**src/rtl/axi_arb_pkg.sv**
```systemverilog
// Shared types and constants for the single-beat AXI master arbiter.
package axi_arb_pkg;

   typedef enum logic [2:0] {
      IDLE  = 3'd0,
      RD_AR = 3'd1,
      RD_R  = 3'd2,
      WR_AW = 3'd3,
      WR_B  = 3'd4
   } state_e;

   typedef enum logic {
      OWN_IFU = 1'b0,
      OWN_LSU = 1'b1
   } owner_e;

   localparam logic [1:0] BURST_INCR = 2'b01;
   localparam logic [1:0] RESP_OKAY  = 2'b00;
   localparam logic [2:0] SIZE_B     = 3'd0;
   localparam logic [2:0] SIZE_H     = 3'd1;
   localparam logic [2:0] SIZE_W     = 3'd2;

endpackage

```
**src/rtl/arb_pick2.sv**
```systemverilog
// Two-way request picker: bit 0 = IFU, bit 1 = LSU, one-hot grant out.
// AXI_ARB_ROUND_ROBIN_EN: ties go to the requester not granted last; otherwise LSU wins ties.
module arb_pick2
   import axi_arb_pkg::*;
(
   input  logic [1:0] req_i,
   input  owner_e     last_grant_i,
   output logic [1:0] gnt_o
);

   // Grant selection, only a tie consults the policy
   always_comb begin
      gnt_o = 2'b00;
      case (req_i)
         2'b01:   gnt_o = 2'b01;
         2'b10:   gnt_o = 2'b10;
         2'b11: begin
`ifdef AXI_ARB_ROUND_ROBIN_EN
            if (last_grant_i == OWN_LSU) begin
               gnt_o = 2'b01;
            end else begin
               gnt_o = 2'b10;
            end
`else
            gnt_o = 2'b10;
`endif
         end
         default: gnt_o = 2'b00;
      endcase
   end

`ifndef AXI_ARB_ROUND_ROBIN_EN
   logic unused_last_grant_s;
   assign unused_last_grant_s = last_grant_i;
`endif

endmodule

```
**src/rtl/axi_master_arbiter.sv**
```systemverilog
// Shares one AXI4 master port between IFU (reads) and LSU (reads/writes), one single-beat txn at a time.
// Tie-break policy set by AXI_ARB_ROUND_ROBIN_EN (round robin) or fixed LSU priority when undefined.
module axi_master_arbiter
   import axi_arb_pkg::*;
#(
   parameter int         ADDR_W = 32,
   parameter int         DATA_W = 32,
   parameter logic [3:0] IFU_ID = 4'd0,
   parameter logic [3:0] LSU_ID = 4'd1
) (
   input  logic              clock,
   input  logic              reset,
   input  logic              ifu_req_valid,
   output logic              ifu_req_ready,
   input  logic [ADDR_W-1:0] ifu_addr,
   output logic              ifu_resp_valid,
   output logic [DATA_W-1:0] ifu_rdata,
   output logic              ifu_resp_err,
   input  logic              lsu_req_valid,
   output logic              lsu_req_ready,
   input  logic              lsu_we,
   input  logic [ADDR_W-1:0] lsu_addr,
   input  logic [2:0]        lsu_size,
   input  logic [DATA_W-1:0] lsu_wdata,
   input  logic [3:0]        lsu_wstrb,
   output logic              lsu_resp_valid,
   output logic [DATA_W-1:0] lsu_rdata,
   output logic              lsu_resp_err,
   output logic              io_master_awvalid,
   output logic [ADDR_W-1:0] io_master_awaddr,
   output logic [3:0]        io_master_awid,
   output logic [7:0]        io_master_awlen,
   output logic [2:0]        io_master_awsize,
   output logic [1:0]        io_master_awburst,
   input  logic              io_master_awready,
   output logic              io_master_wvalid,
   output logic [DATA_W-1:0] io_master_wdata,
   output logic [3:0]        io_master_wstrb,
   output logic              io_master_wlast,
   input  logic              io_master_wready,
   output logic              io_master_bready,
   input  logic              io_master_bvalid,
   input  logic [1:0]        io_master_bresp,
   input  logic [3:0]        io_master_bid,
   output logic              io_master_arvalid,
   output logic [ADDR_W-1:0] io_master_araddr,
   output logic [3:0]        io_master_arid,
   output logic [7:0]        io_master_arlen,
   output logic [2:0]        io_master_arsize,
   output logic [1:0]        io_master_arburst,
   input  logic              io_master_arready,
   output logic              io_master_rready,
   input  logic              io_master_rvalid,
   input  logic [1:0]        io_master_rresp,
   input  logic [DATA_W-1:0] io_master_rdata,
   input  logic              io_master_rlast,
   input  logic [3:0]        io_master_rid
);

   state_e            state_q;
   owner_e            owner_q;
   owner_e            last_grant_q;
   logic [ADDR_W-1:0] addr_q;
   logic [2:0]        size_q;
   logic [DATA_W-1:0] wdata_q;
   logic [DATA_W-1:0] rdata_q;
   logic [3:0]        wstrb_q;
   logic [3:0]        id_q;
   logic              arvalid_q, rready_q, awvalid_q, wvalid_q, bready_q;
   logic              ifu_resp_valid_q, lsu_resp_valid_q, err_q;
   logic [1:0]        req_s, gnt_s;
   logic              aw_done_s, w_done_s;
   logic              unused_rlast_s;

   // Requests are only considered in IDLE so a grant can never overlap a live transaction
   assign req_s = (state_q == IDLE && !reset) ? {lsu_req_valid, ifu_req_valid} : 2'b00;

   arb_pick2 u_pick (
      .req_i        (req_s),
      .last_grant_i (last_grant_q),
      .gnt_o        (gnt_s)
   );

   assign ifu_req_ready = gnt_s[0];
   assign lsu_req_ready = gnt_s[1];

   // A channel counts as done once its valid has dropped or it handshakes this cycle
   assign aw_done_s = !awvalid_q || io_master_awready;
   assign w_done_s  = !wvalid_q  || io_master_wready;

   // Transaction sequencer: capture on grant, drive one channel phase at a time
   always_ff @(posedge clock or posedge reset) begin
      if (reset) begin
         state_q          <= IDLE;
         owner_q          <= OWN_IFU;
         last_grant_q     <= OWN_LSU;
         addr_q           <= '0;
         size_q           <= 3'd0;
         wdata_q          <= '0;
         rdata_q          <= '0;
         wstrb_q          <= 4'd0;
         id_q             <= 4'd0;
         arvalid_q        <= 1'b0;
         rready_q         <= 1'b0;
         awvalid_q        <= 1'b0;
         wvalid_q         <= 1'b0;
         bready_q         <= 1'b0;
         ifu_resp_valid_q <= 1'b0;
         lsu_resp_valid_q <= 1'b0;
         err_q            <= 1'b0;
      end else begin
         ifu_resp_valid_q <= 1'b0;
         lsu_resp_valid_q <= 1'b0;
         case (state_q)
            IDLE: begin
               if (gnt_s[0]) begin
                  addr_q       <= ifu_addr;
                  size_q       <= SIZE_W;
                  id_q         <= IFU_ID;
                  owner_q      <= OWN_IFU;
                  last_grant_q <= OWN_IFU;
                  arvalid_q    <= 1'b1;
                  state_q      <= RD_AR;
               end else if (gnt_s[1]) begin
                  addr_q       <= lsu_addr;
                  size_q       <= lsu_size;
                  wdata_q      <= lsu_wdata;
                  wstrb_q      <= lsu_wstrb;
                  id_q         <= LSU_ID;
                  owner_q      <= OWN_LSU;
                  last_grant_q <= OWN_LSU;
                  if (lsu_we) begin
                     awvalid_q <= 1'b1;
                     wvalid_q  <= 1'b1;
                     state_q   <= WR_AW;
                  end else begin
                     arvalid_q <= 1'b1;
                     state_q   <= RD_AR;
                  end
               end else begin
                  state_q <= IDLE;
               end
            end
            RD_AR: begin
               if (io_master_arready) begin
                  arvalid_q <= 1'b0;
                  rready_q  <= 1'b1;
                  state_q   <= RD_R;
               end else begin
                  state_q <= RD_AR;
               end
            end
            RD_R: begin
               if (io_master_rvalid) begin
                  rready_q <= 1'b0;
                  rdata_q  <= io_master_rdata;
                  // Routing follows the captured owner; a foreign rid only flags an error
                  err_q    <= (io_master_rresp != RESP_OKAY) || (io_master_rid != id_q);
                  if (owner_q == OWN_IFU) begin
                     ifu_resp_valid_q <= 1'b1;
                  end else begin
                     lsu_resp_valid_q <= 1'b1;
                  end
                  state_q <= IDLE;
               end else begin
                  state_q <= RD_R;
               end
            end
            WR_AW: begin
               if (io_master_awready) begin
                  awvalid_q <= 1'b0;
               end else begin
                  awvalid_q <= awvalid_q;
               end
               if (io_master_wready) begin
                  wvalid_q <= 1'b0;
               end else begin
                  wvalid_q <= wvalid_q;
               end
               if (aw_done_s && w_done_s) begin
                  bready_q <= 1'b1;
                  state_q  <= WR_B;
               end else begin
                  state_q <= WR_AW;
               end
            end
            WR_B: begin
               if (io_master_bvalid) begin
                  bready_q         <= 1'b0;
                  err_q            <= io_master_bresp[1] || (io_master_bid != id_q);
                  lsu_resp_valid_q <= 1'b1;
                  state_q          <= IDLE;
               end else begin
                  state_q <= WR_B;
               end
            end
            default: state_q <= IDLE;
         endcase
      end
   end

   assign io_master_arvalid = arvalid_q;
   assign io_master_araddr  = addr_q;
   assign io_master_arid    = id_q;
   assign io_master_arlen   = 8'd0;
   assign io_master_arsize  = size_q;
   assign io_master_arburst = BURST_INCR;
   assign io_master_rready  = rready_q;
   assign io_master_awvalid = awvalid_q;
   assign io_master_awaddr  = addr_q;
   assign io_master_awid    = id_q;
   assign io_master_awlen   = 8'd0;
   assign io_master_awsize  = size_q;
   assign io_master_awburst = BURST_INCR;
   assign io_master_wvalid  = wvalid_q;
   assign io_master_wdata   = wdata_q;
   assign io_master_wstrb   = wstrb_q;
   assign io_master_wlast   = wvalid_q;
   assign io_master_bready  = bready_q;

   assign ifu_resp_valid = ifu_resp_valid_q;
   assign lsu_resp_valid = lsu_resp_valid_q;
   assign ifu_rdata      = rdata_q;
   assign lsu_rdata      = rdata_q;
   assign ifu_resp_err   = err_q;
   assign lsu_resp_err   = err_q;

   assign unused_rlast_s = io_master_rlast;

endmodule
```
**config.mk**
```make
export PLATFORM = sky130hd
export DESIGN_NAME = axi_master_arbiter
export DESIGN_NICKNAME = d
export VERILOG_FILES = /design/src/rtl/axi_arb_pkg.sv /design/src/rtl/arb_pick2.sv /design/src/rtl/axi_master_arbiter.sv
export SDC_FILE = /design/constraint.sdc
export NUM_CORES = 1
export LEC_CHECK = 0
export ABC_AREA = 1
export BUFFER_PORTS_ARGS = -buffer_cell sky130_fd_sc_hd__buf_2
export CAP_MARGIN = 30
export CORE_AREA = 2 2 144 146
export DETAILED_ROUTE_END_ITERATION = 7
export DIE_AREA = 0 0 146 148
export PLACE_DENSITY_LB_ADDON = 0.05
export SLEW_MARGIN = 25
export SYNTH_ARGS = -nofsm -noshare
export SYNTH_HDL_FRONTEND = slang
export SYNTH_SLANG_ARGS = --single-unit
```
**constraint.sdc**
```tcl
create_clock -name clock -period 14.2 [get_ports clock]
set_input_delay 2.84 -clock clock [delete_from_list [all_inputs] [get_ports clock]]
set_output_delay 2.84 -clock clock [all_outputs]
set_load 0.03 [all_outputs]
```
==> results of run 1 <==
## routing by layer
metal | GRT usage | vias up | share of wire
met4 | 0.0442 | 0 | 0.014
met5 | 0 | - | 0
li1 | - | 2265 | -
met3 | 0.0614 | 18 | 0.081
met2 | 0.273 | 209 | 0.50
met1 | 0.176 | 2246 | 0.40
## final cells by class
cell class                      instances  area (um2)  share of cell area
Clock buffer                           19         453              0.0604
Sequential cell                       115        2880               0.384
Timing Repair Buffer                  343        1750               0.233
Clock inverter                         13         174              0.0232
Multi-Input combinational cell        349        1840               0.246
Tap cell                              270         338              0.0451
Inverter                               17        66.3             0.00884
## flip-flops by register name, summed over array words and instances (netlist names), 3 cells and up
| register | count |
|---|---|
| ifu_rdata | 32 |
| io_master_araddr | 32 |
| io_master_arsize | 3 |
| state_q | 3 |
| io_master_wstrb | 4 |
| io_master_wdata | 32 |
## cells in the final DEF, fill, tap and decap left out, types with 17 or more instances in the layout
cell	instances
o21ai_1	20
dfrtp_1	115
o21ai_0	39
clkbuf_16	17
buf_2	339
conb_1	26
mux2_4	27
nand2_1	156
nor2_1	40
## worst max path at each step
stage / end
floorplan: ifu_req_ready
global placement: ifu_req_ready
detailed placement: ifu_req_ready
CTS: ifu_req_ready
global route: ifu_req_ready
finish: ifu_req_ready
## metrics by stage
step           utilization  hold slack (ns)  setup slack, ns
2_1_floorplan            -            0.484             5.19
4_1_cts              0.373            0.476             6.36
5_1_grt              0.374            0.486             6.18
3_3_place_gp         0.342            0.460             6.39
3_5_place_dp         0.342            0.459             6.36
6_report             0.374            0.472             6.49
## report_power, final
part           total, mW  switching [mW]  internal [mW]  leakage [nW]
Sequential         0.586           0.109          0.478          1.41
Combinational       1.06           0.745          0.313          2.50
Clock              0.452           0.164          0.288         0.297
## synthesized netlist by cell type (4+ instances only)
master	count	share of area
nand2_1	156	0.11
dfrtp_1	115	0.52
buf_4	100	0.14
nor2_1	40	0.027
o21ai_0	39	0.035
mux2_4	27	0.073
o21ai_1	20	0.018
buf_2	15	0.014
inv_1	12	0.0081
a21oi_1	11	0.0099
inv_2	5	0.0034
mux2_2	5	0.010
nand4_1	4	0.0045
## logic make-up (layout without fill, tap and decap cells)
logic type / count (synthesis) / in the layout
AOI/OAI and AO/OA: 78 / 78
xor gates and xnor gates: 1 / 1
muxes: 32 / 32
buffers and inverters: 136 / 392
other: 2 / 26
and+or+nand+nor: 212 / 212
DFF: 115 / 115
## worst reg2reg max path: cells and delay by family, from the launching register on
family | cells | cell delay, ns
AO/OA/AOI/OAI | 1 | 0.15
buffers and inverters | 2 | 1.02
flip-flops | 1 | 0.49
AND/OR/NAND/NOR | 3 | 0.72
==> impl_results.md, run 1 <==
- Antenna cells: 0
- Fraction of layout cells with a size suffix above 1: 0.491
- WS Path Type: input pin to output pin
- Gpl congestion: 0.739
- Worst Skew: 0.00986 ns
- Core Area: 20,000 um2
- Slew @ Worst Pin: 0.715 ns
- Fraction of registers with async set/reset: 1.00
- Critical Path AT: 4.87 ns
- Filler cells: 2,123
- Grt ovf: 0
- CTS sink cnt: 115
- Antenna viol nets, final: 0
- Max incr delay on CP: 0.65 ns
- Vias: 4,738
- Slew margin rel.: 0.522
- Postcts setup bufs: 0
- Crit-path cells: buf_2 -> inv_4 -> nand4_2 -> nor2_4 -> buf_2
- Hold_sp: io_master_wdata[19]$_DFFE_PP0P_
- IR drop worst, VDD: 0.116 mV
- Total Neg Setup Slack: 0 ns
- Synth Area in Adders: 0
- Crit path max-delay cell type: nor2_4
- Register area share after synthesis: 0.518
- XOR/XNOR Fraction of Synth Area: 0.00158
- Clock slew at reported path FFs: 0.06 ns
- Final Hold Fails: 0
- DIE AREA: 21,600 um2
- Final setup vio count: 0
- Fmax: 130 MHz
- Synthesized area per cell: 9.65 um2
- Clock buffer depth: 2
- Post-route DRC: 0
- Area grow syn2layout: 34.9%
- Hold Crit Class: flip-flop to flip-flop
- First-pass GRT wire length: 26.2 mm
- # H-tree levels: 4
- CP endpoint kind: output pin
- Cell Count, Final, Fillers Out: 1,126
- Simple-gate area share of the yosys netlist: 0.156
- Synth unique cells: 30
- RR Startpoint: state_q[0]$_DFF_PP0_
- Hold Path End: io_master_wdata[19]$_DFFE_PP0P_
- Synthesized instance count: 576
- Post-synthesis compound-gate area fraction: 0.0734
- Effective utilization at floorplan: 0.277
- Syn Std Cell Area: 5560 um2
- Min Tclk post-route: 7.71 ns
- CTS root buf: clkbuf_16
- Die Ht: 148 um
- Dpl cells: 1,093
- CP Max Fanout: 52
- Synth Flop Type: dfrtp_1
- Drt via density: 4.21
- Critical R2R Capture: state_q[0]$_DFF_PP0_
- Pwr Density: 280 nW/um2
- Io pins: 368
- Final #Nets: 1,001
- EDFF count, synth: 0
- Total power: 2.10 mW
- Worst hold stages: 2
- Worst reg2reg path depth: 6
- CP startpoint kind: input pin
- Seq cells post-synth: 115
- Area after DPL: 6840 um2
- CTS tree: done
- Ys Warns: 0
- Clk Latency, worst-skew pair: 0.41 ns
- Number of antenna violations at the first check in global routing: 0
- Mux contribution to synthesized area: 0.0831
- PortBufs: 339
- Worst Path Required: 11.36 ns
- Post-CTS sizing: 0
- Max Cap Viol: 0
- Worst Path Buf+Inv: 3
- Main combinational cell family by area after synthesis: buffers and inverters
- Num CTS Buffers: 17
- Post-route cell area: 7500 um2
- Die X-Extent: 146 um
- Number of cell rows: 52
- First drt pass iteration count: 4
- GRT Resource Usage Total: 0.156
- Crit-path most repeated cell: buf_2
- Dpl hpwl: 12.4 mm
- Largest net degree at the start of global routing: 67
- Drt initial violations: 154
- FF-to-FF setup slack: 11.66 ns
- Hold_buf cts: 0
- Status: complete, no violations
- Vias in the first global route: 4,888
- Critical path startpoint: reset
- Wire per inst: 15.1 um
- Post-Route WL: 17.0 mm
- LEAKAGE: 4.20 nW
- RSZ-0062 raised after global routing: no
- Fin crit share: 0.543
- CP Depth: 5
- Delay-heaviest family, CP: simple AND/OR/NAND/NOR gates
- Max-slew violations: 0
No activity file was read; power rests on OpenSTA's default activity.
==> run 2, diff against run 1 <==
==> constraint.sdc (replaced) <==
create_clock -name clock -period 6.2 [get_ports clock]
set_input_delay 1.24 -clock clock [delete_from_list [all_inputs] [get_ports clock]]
set_output_delay 1.24 -clock clock [all_outputs]
set_load 0.03 [all_outputs]
==> impl_results.md, run 2 (synthesized netlist as in run 1, its figures left out) <==
- Crit path max-delay cell type: inv_4
- Num CTS Buffers: 17 (unchanged)
- Total Neg Setup Slack: 0 ns (unchanged)
- Number of antenna violations at the first check in global routing: 0 (unchanged)
- Post-CTS sizing: 0 (unchanged)
- Slew margin rel.: 0.441 (-0.0814)
- Critical Path AT: 3.07 ns (-1.80 ns)
- Fraction of layout cells with a size suffix above 1: 0.488 (-0.00234)
- Final WS setup: 1.89 ns (-4.60 ns)
- Worst reg2reg path depth: 6 (unchanged)
- Worst Path Required: 4.96 ns (-6.40 ns)
- RSZ-0062 raised after global routing: no
- Clock power frac: 0.205 (-0.011)
- Status: complete, no violations
- Antenna viol nets, final: 0 (unchanged)
- Sequential Power Share: 0.284 (+0.004)
- Max-slew violations: 0 (unchanged)
- Hold_sp: io_master_wdata[6]$_DFFE_PP0P_
- FF-to-FF setup slack: 3.70 ns (-7.96 ns)
- Min Tclk post-route: 4.31 ns
- Crit-path most repeated cell: buf_2
- Slew @ Worst Pin: 0.839 ns (+0.125 ns)
- DIE AREA: 21,600 um2 (unchanged)
- LEAKAGE: 4.18 nW (-0.66%)
- Area grow syn2layout: 33.7%
- Number of cell rows: 52 (unchanged)
- CP startpoint kind: input pin
- GRT Resource Usage Total: 0.156 (+0.000192)
- Dpl hpwl: 12.3 mm (-0.39%)
- Final Hold Fails: 0 (unchanged)
- Post-route DRC: 0 (unchanged)
- Clock buffer depth: 2 (unchanged)
- # H-tree levels: 4 (unchanged)
- WHS: 0.473 ns (+0.00120 ns)
- Vias in the first global route: 4,759 (-2.6%)
- First drt pass iteration count: 4 (unchanged)
- Hold Path End: io_master_wdata[6]$_DFFE_PP0P_
- Post-Route WL: 17.1 mm (+0.44%)
- Die Ht: 148 um (unchanged)
- Antenna cells: 0 (unchanged)
- Grt ovf: 0 (unchanged)
- Core Area: 20,000 um2 (unchanged)
- Vias: 4,759 (+0.44%)
- Fmax: 232 MHz
- Int Pwr: 2.41 mW (+120%)
- CTS tree: done
- Die X-Extent: 146 um (unchanged)
- Max Cap Viol: 0 (unchanged)
- Sw frac: 0.491 (+0.00541)
- Fin crit share: 0.696
- Drt via density: 4.23 (+0.44%)
- Gpl congestion: 0.751 (+1.6%)
- WS Path Type: input pin to output pin
- Final #Nets: 1,001 (unchanged)
- First-pass GRT wire length: 26.3 mm (+0.34%)
- Cell Count, Final, Fillers Out: 1,126 (unchanged)
- CP endpoint kind: output pin
- Total power: 4.74 mW (+130%)
- Hold Crit Class: flip-flop to flip-flop
- Io pins: 368 (unchanged)
- IR drop worst, VDD: 0.236 mV (+100%)
- Final setup vio count: 0 (unchanged)
- Post-route cell area: 7430 um2 (-0.90%)
- Worst hold stages: 2 (unchanged)
- Most frequent cells in the layout: buf_2 (339), nand2_1 (156), dfrtp_1 (115)
- PortBufs: 339 (unchanged)
- CP Max Fanout: 55 (+5.8%)
- Crit-path cells: buf_2 -> inv_4 -> nand4_2 -> nor2_4 -> buf_4 -> buf_2
- Combinational cell fraction of total power: 0.511 (+0.006)
- Net switching power: 2.33 mW (+130%)
- Postcts setup bufs: 0 (unchanged)
- Drt initial violations: 143 (-7.1%)
- Critical R2R Capture: io_master_araddr[30]$_DFFE_PP0P_
- Hold_buf cts: 0 (unchanged)
- Dpl cells: 1,094 (+0.091%)
- CTS root buf: clkbuf_16
- Commonest non-fill, non-tap cell in the layout: buf_2
- Max incr delay on CP: 0.50 ns (-0.15 ns)
- Area after DPL: 6850 um2 (+0.11%)
- RR Startpoint: state_q[0]$_DFF_PP0_
- Worst Skew: 0.00760 ns (-0.00226 ns)
- Largest net degree at the start of global routing: 64 (-4.5%)
- DP Worst Slack: 1.75 ns (-4.62 ns)
- Pwr Density: 638 nW/um2 (+130%)
- Wire per inst: 15.2 um (+0.44%)
- Clock slew at reported path FFs: 0.06 ns (about the same)
- CTS sink cnt: 115 (unchanged)
- Clk Latency, worst-skew pair: 0.41 ns (about the same)
- Final core utilization: 0.371 (-0.00337)
- Effective utilization at floorplan: 0.277 (unchanged)
run 2: layout make-up:
class	instances	area [um2]
fill	2126	12600
sequential	115	2880
multi-input combinational	349	1840
timing repair buffer	343	1730
clock buffer	20	447
tap	270	338
clock inverter	12	133
inverter	17	66.3
run 2: worst max-delay path: cells and delay by family:
family / cells / cell delay [ns]
simple gates: 2 / 0.60
buf+inv: 4 / 1.17
run 2: worst max path at each step:
stage | startpoint | end | slack [ns] | cells after the start
finish | reset | ifu_req_ready | 1.89 | 6
global route | reset | ifu_req_ready | 1.60 | 6
global placement | reset | ifu_req_ready | 1.84 | 6
detailed placement | reset | ifu_req_ready | 1.75 | 6
floorplan | reset | ifu_req_ready | 0.39 | 4
CTS | reset | ifu_req_ready | 1.75 | 6
run 2: per-layer routing:
metal	share of wire	wire, um	up-vias	global-route usage
li1	-	-	2258	-
met3	0.084	1440	20	0.0611
met5	0	0	-	0
met1	0.39	6710	2268	0.179
met2	0.51	8710	213	0.269
met4	0.015	252	0	0.0471
run 2: power by group through the flow:
stage | combinational (mW) | clock [mW] | sequential [mW]
floorplan | 1.37 | 0 | 1.98
global placement | 2.46 | 0 | 1.34
detailed placement | 2.46 | 0 | 1.35
CTS | 2.46 | 1.01 | 1.35
global route | 2.59 | 1.04 | 1.40
finish | 2.42 | 0.971 | 1.34
==> run 3, diff against run 2 <==
--- a/config.mk
+++ b/config.mk
@@ -5,12 +5,12 @@
 export SDC_FILE = /design/constraint.sdc
 export NUM_CORES = 1
 export LEC_CHECK = 0
-export ABC_AREA = 1
+export ABC_AREA = 0
 export BUFFER_PORTS_ARGS = -buffer_cell sky130_fd_sc_hd__buf_2
 export CAP_MARGIN = 30
-export CORE_AREA = 2 2 144 146
+export CORE_AREA = 2 2 143 145
 export DETAILED_ROUTE_END_ITERATION = 7
-export DIE_AREA = 0 0 146 148
+export DIE_AREA = 0 0 145 147
 export PLACE_DENSITY_LB_ADDON = 0.05
 export SLEW_MARGIN = 25
 export SYNTH_ARGS = -nofsm -noshare
==> constraint.sdc (replaced) <==
create_clock -name clock -period 4.05 [get_ports clock]
set_input_delay 0.81 -clock clock [delete_from_list [all_inputs] [get_ports clock]]
set_output_delay 0.81 -clock clock [all_outputs]
set_load 0.03 [all_outputs]
==> impl_results.md, run 3 <==
- Max Cap Viol: 0 (unchanged)
- LEAKAGE: 3.98 nW (-4.6%)
- Status: complete, no violations
- Final core utilization: 0.372 (+0.00106)
- WS Path Type: input pin to output pin
- Final setup vio count: 0 (unchanged)
- Gpl congestion: 0.734 (-2.2%)
- Syn Std Cell Area: 5510 um2 (-0.86%)
- CTS root buf: clkbuf_16
- GRT Resource Usage Total: 0.153 (-0.00301)
- Critical Path AT: 1.93 ns (-1.14 ns)
- Area after DPL: 6790 um2 (-0.86%)
- Cell Count, Final, Fillers Out: 1,093 (-2.9%)
- PortBufs: 339 (unchanged)
- Count leader, synth: nand2_1
- Post-route cell area: 7380 um2 (-0.69%)
- Commonest non-fill, non-tap cell in the layout: buf_2
- Number of cell rows: 52 (unchanged)
- Seq cells post-synth: 115 (unchanged)
- Filler cells: 2,086 (-1.9%)
- Antenna viol nets, final: 0 (unchanged)
- CP endpoint kind: output pin
- Most frequent cells in the layout: buf_2 (339), nand2_1 (143), dfrtp_1 (115)
- Max-slew violations: 0 (unchanged)
- RSZ-0062 raised after global routing: no
- Fin crit share: 0.677
- CP Max Fanout: 27 (-51%)
- Total power: 7.19 mW (+52%)
- DIE AREA: 21,300 um2 (-1.4%)
- Drt via density: 4.26 (+0.88%)
- CP startpoint kind: input pin
- Io pins: 368 (unchanged)
- IR drop worst, VDD: 0.332 mV (+41%)
- CTS tree: done
- Worst Skew: 0.0155 ns (+0.00787 ns)
- CTS sink cnt: 115 (unchanged)
- Register area share after synthesis: 0.522 (+0.00447)
- Post-route DRC: 0 (unchanged)
- Die X-Extent: 145 um (-0.68%)
- Wire per inst: 14.9 um (-1.7%)
- Area grow syn2layout: 33.9%
- Proportion of netlist area held by the largest area contributor: 0.522 (+0.00447)
- Worst Path Required: 3.24 ns (-1.72 ns)
- Synth top cells by count: nand2_1 (143), dfrtp_1 (115), buf_4 (98)
- Number of antenna violations at the first check in global routing: 0 (unchanged)
- Slew margin rel.: 0.610 (+0.170)
- Slew @ Worst Pin: 0.585 ns (-0.255 ns)
- Postcts setup bufs: 0 (unchanged)
- Effective utilization at floorplan: 0.278 (+0.000332)
- Core Area: 19,800 um2 (-0.97%)
- First drt pass iteration count: 4 (unchanged)
- Clock slew at reported path FFs: 0.05 ns (about the same)
- Hold_buf cts: 0 (unchanged)
- WHS: 0.386 ns (-0.0873 ns)
- Post-Route WL: 16.3 mm (-4.6%)
- EDFF count, synth: 0 (unchanged)
- Synth Flop Type: dfrtp_1
- Synth area leader: dfrtp_1
- Pwr Density: 974 nW/um2 (+53%)
- Die Ht: 147 um (-0.68%)
- Clk Latency, worst-skew pair: 0.42 ns (about the same)
- Dpl hpwl: 11.9 mm (-3.5%)
- First-pass GRT wire length: 25.6 mm (-2.7%)
- DP Worst Slack: 1.27 ns (-0.477 ns)
- Num CTS Buffers: 17 (unchanged)
- Fraction of registers with async set/reset: 1.00 (unchanged)
- Total Neg Setup Slack: 0 ns (unchanged)
- Synthesized instance count: 545 (-5.4%)
- Clock buffer depth: 2 (unchanged)
- Ys Warns: 0 (unchanged)
- Post-CTS sizing: 0 (unchanged)
- Fraction of layout cells with a size suffix above 1: 0.510 (+0.0214)
- Synth unique cells: 36 (+20%)
- Grt ovf: 0 (unchanged)
- Synthesized area per cell: 10.1 um2 (+4.8%)
- Hold Crit Class: input pin to asynchronous set/reset pin
- Final WS setup: 1.31 ns (-0.581 ns)
- # H-tree levels: 4 (unchanged)
- Vias: 4,660 (-2.1%)
- Fmax: 364 MHz
- Final Hold Fails: 0 (unchanged)
- Synth area leaders: dfrtp_1 (52%), buf_4 (13%), nand2_1 (9.7%), mux2_2 (6.5%), a22oi_1 (4.4%)
- Largest net degree at the start of global routing: 70 (+9.4%)
- Min Tclk post-route: 2.74 ns
- Final #Nets: 967 (-3.4%)
- Dpl cells: 1,059 (-3.2%)
- Vias in the first global route: 4,647 (-2.4%)
- Drt initial violations: 186 (+30%)
## run 3: cell count changes after synthesis, sizes merged, moves of 10 or more
cell and change:
nor2 -40, a22oi +31, o21ai -23, nand2 -14, clkbuf +12, nor2b +11, inv -10
## run 3: layout make-up
type	instances	area, um2	area share
diodes	1	2.50	0.000339
clock buffers	22	474	0.0643
clock inverters	10	82.6	0.0112
inverters	7	28.8	0.00390
multi-input cells	320	1780	0.241
flip-flops and latches	115	2880	0.390
well taps	270	338	0.0458
repair buffers	348	1800	0.243
## run 3: worst max-delay path: stages
cell and delay, ns:
buf_2 0.26, nor2b_2 0.19, buf_4 0.30, and2_1 0.17, buf_2 0.20
## run 3: logic make-up (layout without fill, tap and decap cells)
| logic type | Yosys count | in the layout | synth area share |
|---|---|---|---|
| mux | 33 | 33 | 0.0674 |
| flops | 115 | 115 | 0.522 |
| compound gates | 90 | 90 | 0.102 |
| simple gates | 169 | 169 | 0.132 |
| buf+inv | 134 | 387 | 0.172 |
| other cells | 2 | 27 | 0.00136 |
| xor+xnor | 2 | 2 | 0.00318 |
## run 3: worst paths after layout
path / startpoint / endpoint / slack [ns] / depth (start not counted)
worst max-delay path: ifu_req_valid / ifu_req_ready / 1.31 / 5
max in group asynchronous: reset / io_master_wstrb[2]$_DFFE_PP0P_ / 3.11 / 3
worst min register to register: io_master_wdata[1]$_DFFE_PP0P_ / io_master_wdata[1]$_DFFE_PP0P_ / 0.47 / 2
worst max register to register: state_q[1]$_DFF_PP0_ / io_master_araddr[30]$_DFFE_PP0P_ / 1.98 / 3
worst min-delay path: reset / ifu_rdata[0]$_DFFE_PP0P_ / 0.39 / 2
min in group clock: io_master_wdata[1]$_DFFE_PP0P_ / io_master_wdata[1]$_DFFE_PP0P_ / 0.47 / 2
## run 3: where the power goes
group	leakage, nW	switching, mW	total, mW	internal (mW)
logic	2.31	2.64	3.68	1.04
clock network	0.271	0.523	1.41	0.884
registers	1.41	0.405	2.10	1.69
total	3.98	3.57	7.19	3.62
## run 3: metal layers
| metal | share of wire | wire length, um | GRT usage | vias to the layer above |
|---|---|---|---|---|
| li1 | - | - | - | 2220 |
| met1 | 0.41 | 6660 | 0.180 | 2215 |
| met2 | 0.50 | 8090 | 0.256 | 205 |
| met3 | 0.079 | 1290 | 0.0550 | 20 |
| met4 | 0.017 | 280 | 0.0599 | 0 |
| met5 | 0 | 0 | 0 | - |
